`src/rtl/imem_loader_pkg.sv`:
```
// Shared definitions for the instruction memory and its byte-stream loader.
// Holds the loader FSM encoding, the default memory depth and the range check helper.
package imem_loader_pkg;

   localparam int unsigned MEM_DEPTH_DEFAULT = 1025;

   typedef enum logic [1:0] {
      StIdle  = 2'd0,
      StLoad  = 2'd1,
      StWrite = 2'd2,
      StDone  = 2'd3
   } state_t;

   // True when [base, base+n) does not fit in a memory of 'depth' words; 33-bit, never wraps.
   function automatic logic range_err(input logic [31:0] base, input logic [10:0] n,
                                      input int unsigned depth);
      logic [32:0] last_excl;
      last_excl = {1'b0, base} + {22'd0, n};
      return last_excl > {1'b0, depth};
   endfunction

endpackage

```
`src/rtl/imem_loader.sv`:
```
// Loads big-endian instruction words from a byte stream into an external instruction memory
// write port, with a range check at start and a running checksum of the written words.
module imem_loader
   import imem_loader_pkg::*;
#(
   parameter int unsigned MEM_DEPTH = MEM_DEPTH_DEFAULT
) (
   input  logic        clk,
   input  logic        reset,
   input  logic        start,
   input  logic [31:0] base_addr,
   input  logic [10:0] num_words,
   input  logic        in_valid,
   input  logic [7:0]  in_data,
   output logic        in_ready,
   output logic        mem_we,
   output logic [31:0] mem_addr,
   output logic [31:0] mem_wdata,
   output logic        busy,
   output logic        done,
   output logic        error,
   output logic [31:0] checksum
);

   state_t      state;
   logic [31:0] addr;
   logic [10:0] remaining;
   logic [1:0]  byte_cnt;
   // First three bytes of the word in flight; the fourth goes straight into mem_wdata.
   logic [23:0] shreg;

   always_ff @(posedge clk or posedge reset) begin
      if (reset) begin
         state     <= StIdle;
         addr      <= '0;
         remaining <= '0;
         byte_cnt  <= '0;
         shreg     <= '0;
         in_ready  <= 1'b0;
         mem_we    <= 1'b0;
         mem_addr  <= '0;
         mem_wdata <= '0;
         busy      <= 1'b0;
         done      <= 1'b0;
         error     <= 1'b0;
         checksum  <= '0;
      end else begin
         // Strobes are high only in the cycle after the transition that sets them.
         mem_we <= 1'b0;
         done   <= 1'b0;

         unique case (state)
            StIdle: begin
               if (start) begin
                  addr      <= base_addr;
                  remaining <= num_words;
                  checksum  <= '0;
                  byte_cnt  <= '0;
                  error     <= 1'b0;
                  busy      <= 1'b1;
                  if (num_words == 11'd0) begin
                     state <= StDone;
                     done  <= 1'b1;
                  end else if (range_err(base_addr, num_words, MEM_DEPTH)) begin
                     error <= 1'b1;
                     state <= StDone;
                     done  <= 1'b1;
                  end else begin
                     state    <= StLoad;
                     in_ready <= 1'b1;
                  end
               end
            end

            StLoad: begin
               if (in_valid) begin
                  case (byte_cnt)
                     2'd0:    shreg[23:16] <= in_data;
                     2'd1:    shreg[15:8]  <= in_data;
                     2'd2:    shreg[7:0]   <= in_data;
                     default: ;
                  endcase
                  if (byte_cnt == 2'd3) begin
                     mem_wdata <= {shreg, in_data};
                     mem_addr  <= addr;
                     mem_we    <= 1'b1;
                     in_ready  <= 1'b0;
                     byte_cnt  <= '0;
                     state     <= StWrite;
                  end else begin
                     byte_cnt <= byte_cnt + 2'd1;
                  end
               end
            end

            StWrite: begin
               checksum  <= checksum + mem_wdata;
               addr      <= addr + 32'd1;
               remaining <= remaining - 11'd1;
               if (remaining == 11'd1) begin
                  state <= StDone;
                  done  <= 1'b1;
               end else begin
                  state    <= StLoad;
                  in_ready <= 1'b1;
               end
            end

            StDone: begin
               state <= StIdle;
               busy  <= 1'b0;
            end
         endcase
      end
   end

endmodule

```
`config.mk`:
```
export PLATFORM = sky130hd
export DESIGN_NAME = imem_loader
export DESIGN_NICKNAME = d
export VERILOG_FILES = /design/src/rtl/imem_loader_pkg.sv /design/src/rtl/imem_loader.sv
export SDC_FILE = /design/constraint.sdc
export NUM_CORES = 1
export LEC_CHECK = 0
export CAP_MARGIN = 20
export CORE_ASPECT_RATIO = 1.75
export CORE_UTILIZATION = 40
export DETAILED_ROUTE_END_ITERATION = 8
export DONT_BUFFER_PORTS = 1
export GPL_TIMING_DRIVEN = 0
export PLACE_DENSITY = 0.5
export SLEW_MARGIN = 10
export SYNTH_ARGS = -nofsm -noshare
export SYNTH_HDL_FRONTEND = slang
export SYNTH_SLANG_ARGS = --single-unit
```
`constraint.sdc`:
```
create_clock -name clk -period 11.2 [get_ports clk]
set_input_delay 1.68 -clock clk [delete_from_list [all_inputs] [get_ports clk]]
set_output_delay 1.68 -clock clk [all_outputs]
set_load 0.02 [all_outputs]
```
==> impl_metrics.csv <==
group,metric,value,unit
status,status,"finished clean",
setup_path,cp-startpoint,"base_addr[0]",
setup_path,r2r-end,"checksum[30]",
synthesis,synth_area_per_cell,8.561,µm²
place,placement.io_buffers,0,
place,dp_hpwl,26040,µm
clocking,clockBufferDepth,2,
timing,tns,0,ns
timing,slew_violations,0,
synthesis,synth_top_area_share,42.72,%
synthesis,syn_area,10080,µm²
setup_path,path_class,"input port to flip-flop",
setup_path,cp-start-kind,"input port",
timing,slew_headroom,29.64,%
clocking,numCtsBuffers,17,
layout,drive_gt1_share,6.446,%
timing,worst_clock_skew,0.009109,ns
layout,final_nets,1303,
synthesis,ys_seq_elements,172,
timing,timing.final.crit_share,39.06,%
clocking,hold_buffers,0,
flow_run,cap_violations,0,
clocking,insertion_delay,0.45,ns
layout,multiInputGateArea,5456,µm²
routing,routed_via_density,5.784,
timing,whs,0.4576,ns
setup_path,rr_worst_depth,11,
routing,drc_errors,0,
synthesis,yosysWarnings,0,
timing,rsz0062_at_grt,"false",
floorplanning,rows,76,
floorplanning,ios,156,
floorplanning,initial_core_util,40.91,%
setup_path,r2r-start,"checksum[0]",
setup_path,critPathMaxFanout,8,
routing,firstDrtPassIters,6,
clocking,cts-root-buf,"clkbuf_16",
hold_path,hold_path.class,"flip-flop to flip-flop",
routing,wl_per_cell,22.12,µm
pwr,power.density,266.0,nW/µm²
routing,detail-route-antenna-nets,0,
synthesis,yosys-top-cells-count,"nand2_1, dfrtp_1, a21oi_1, o21ai_0, nor2_1",
synthesis,synth-main-ff-cell,"dfrtp_1",
floorplanning,core_area,24630,µm²
timing,fmax,228.6,MHz
setup_path,crit_required,11.49,ns
routing,vias,8804,
timing,timing.final.hold_violations,0,
layout,layout-area-overhead-vs-synth,10.22,%
setup_path,r2r_slack,7.71,ns
synthesis,synth_nets,1283,
synthesis,syn_inst,1177,
timing,worst_slew_pin_slew,1.047,ns
pwr,vdd_ir_drop_max,130.5,µV
global_route,first_global_vias,8949,
routing,drt-total-wl,33670,µm
floorplanning,die_w,122.0,µm
global_route,grt_max_degree,95,
synthesis,synth_edf_count,0,
layout,diodes,0,
routing,drt-initial-drc-count,426,
synthesis,yosysMostFrequentCell,"nand2_1",
place,place.gp.congestion,0.8588,
timing,setup_viol,0,
setup_path,cp.arrival,4.67,ns
layout,nFillCells,2520,
synthesis,synthArstFlopShare,100.0,%
setup_path,crit_path_end_kind,"flip-flop",
clocking,cts_tree,"done",
synthesis,ys_types,65,
global_route,grt_pass1_wl,50690,µm
pwr,p_leak,4.913,nW
setup_path,crit_end,"state[1]",
synthesis,seq_area_frac_synth,42.72,%
layout,register_area,4304,µm²
clocking,ctsHtreeMaxLevel,4,
floorplanning,die_h,212.0,µm
floorplanning,dieArea,25850,µm²
clocking,cts_resized,0,
clocking,cts.clk_slew.worst_paths,0.07,ns
global_route,track_usage,26.77,%
clocking,cts_setup_buffers,0,
synthesis,synth_area_leaders,"dfrtp_1, nand2_1, ha_1",
clocking,cts_sinks,172,
global_route,grt_remaining_overflow,0,
global_route,antenna_found_initial,0,
synthesis,yosysTopAreaCell,"dfrtp_1",
timing,fin_crit,4.374,ns
## logic make-up (layout without fill, tap and decap cells)
logic type                 count (synthesis)  in the layout  share of synthesized area [%]
DFF                                      172            172                          42.72
adders and majority gates                 51             51                          6.482
AOI/OAI and AO/OA                        321            321                          19.99
muxes                                     34             34                          3.713
and+or+nand+nor                          481            481                          20.84
buffers and inverters                     82            115                          3.129
xor gates and xnor gates                  36             36                          3.129
## layout make-up
class	instances	share of cell area (%)
tap	312	3.515
clock inverter	10	1.262
buffer	53	1.859
sequential	172	38.76
timing repair buffer	1	0.2479
inverter	29	1.048
multi-input combinational	923	49.13
clock buffer	22	4.180
## state kept, by name, summed over array words and instances, names as in the netlist
signal / flops
error: 1
remaining: 11
checksum: 32
shreg: 24
state: 2
mem_we: 1
in_ready: 1
busy: 1
byte_cnt: 2
mem_addr: 32
addr: 32
mem_wdata: 32
done: 1
## stage by stage
stage	instances	util, %	area [µm²]	setup WS [ns]	power (mW)
detailed placement	1490	42.64	10500	6.350	2.350
floorplan	1177	-	10080	4.860	2.008
finish	1522	45.09	11110	6.826	2.954
global placement	1489	42.50	10470	2.527	2.330
CTS	1522	45.09	11110	6.822	2.978
global route	1522	45.09	11110	6.544	3.162
## cells in the final DEF, fill, tap and decap left out, types with 4 or more instances in the layout
cell       Yosys  layout
nor2_1        64      64
buf_2          6       6
dfrtp_1      172     172
a22o_1         6       6
a21o_1         9       9
xor2_1        17      17
clkbuf_16      0      17
o31ai_1        7       7
and3_1        10      10
ha_1          49      49
a31oi_1        7       7
mux2i_1        7       7
and2_1         5       5
a211oi_1      11      11
nor3_1        15      15
a21oi_1      105     105
clkbuf_1      47      50
or2_2          7       7
or3_1          8       8
o21ai_1        4       4
mux2_2        27      27
o21a_1         4       4
o22ai_1       26      26
inv_1         27      26
o22a_1        11      11
o211ai_1      10      10
nand2_1      285     285
nor4_1         7       7
o21bai_1       5       5
o2111ai_1      5       5
nand4_1       16      16
nor2b_1        8       8
nand2b_1      10      10
xnor2_1       19      19
o32ai_1        5       5
o21ai_0       75      75
nand3_1       37      37
## critical path: stages
cell and delay (ns):
ha_1 0.22, inv_1 0.08, fa_1 0.21, nand2b_1 0.21, a21oi_1 0.10, o22a_1 0.17, buf_2 0.18, o21ai_0 0.58
o31ai_1 0.23, a2111oi_4 0.33, nand4_1 0.26, o21ai_0 0.30, nand3_1 0.11
## routing by layer
metal	track usage (%)	share of wire, %	vias to the layer above
li1	-	-	4233
met1	26.20	35	4264
met2	51.45	56	245
met3	5.873	5.1	62
met4	12.90	3.9	0
met5	0	0	-
## power by group
group	switching [mW]	internal [mW]	leakage, nW
clock	0.260	0.363	0.286
sequential	0.437	0.881	2.16
combinational	0.612	0.402	2.47
total	1.31	1.65	4.91
## how the worst min path moves through the flow
stage               from       endpoint  slack [ns]  depth (start not counted)
3_3_place_gp    shreg[7]  mem_wdata[15]        0.44                          2
2_1_floorplan   shreg[2]  mem_wdata[10]        0.43                          2
3_5_place_dp   shreg[10]  mem_wdata[18]        0.44                          2
6_report       shreg[10]  mem_wdata[18]        0.46                          2
5_1_grt        shreg[10]  mem_wdata[18]        0.48                          2
4_1_cts        shreg[10]  mem_wdata[18]        0.46                          2
(Power assumes the default switching activity.)
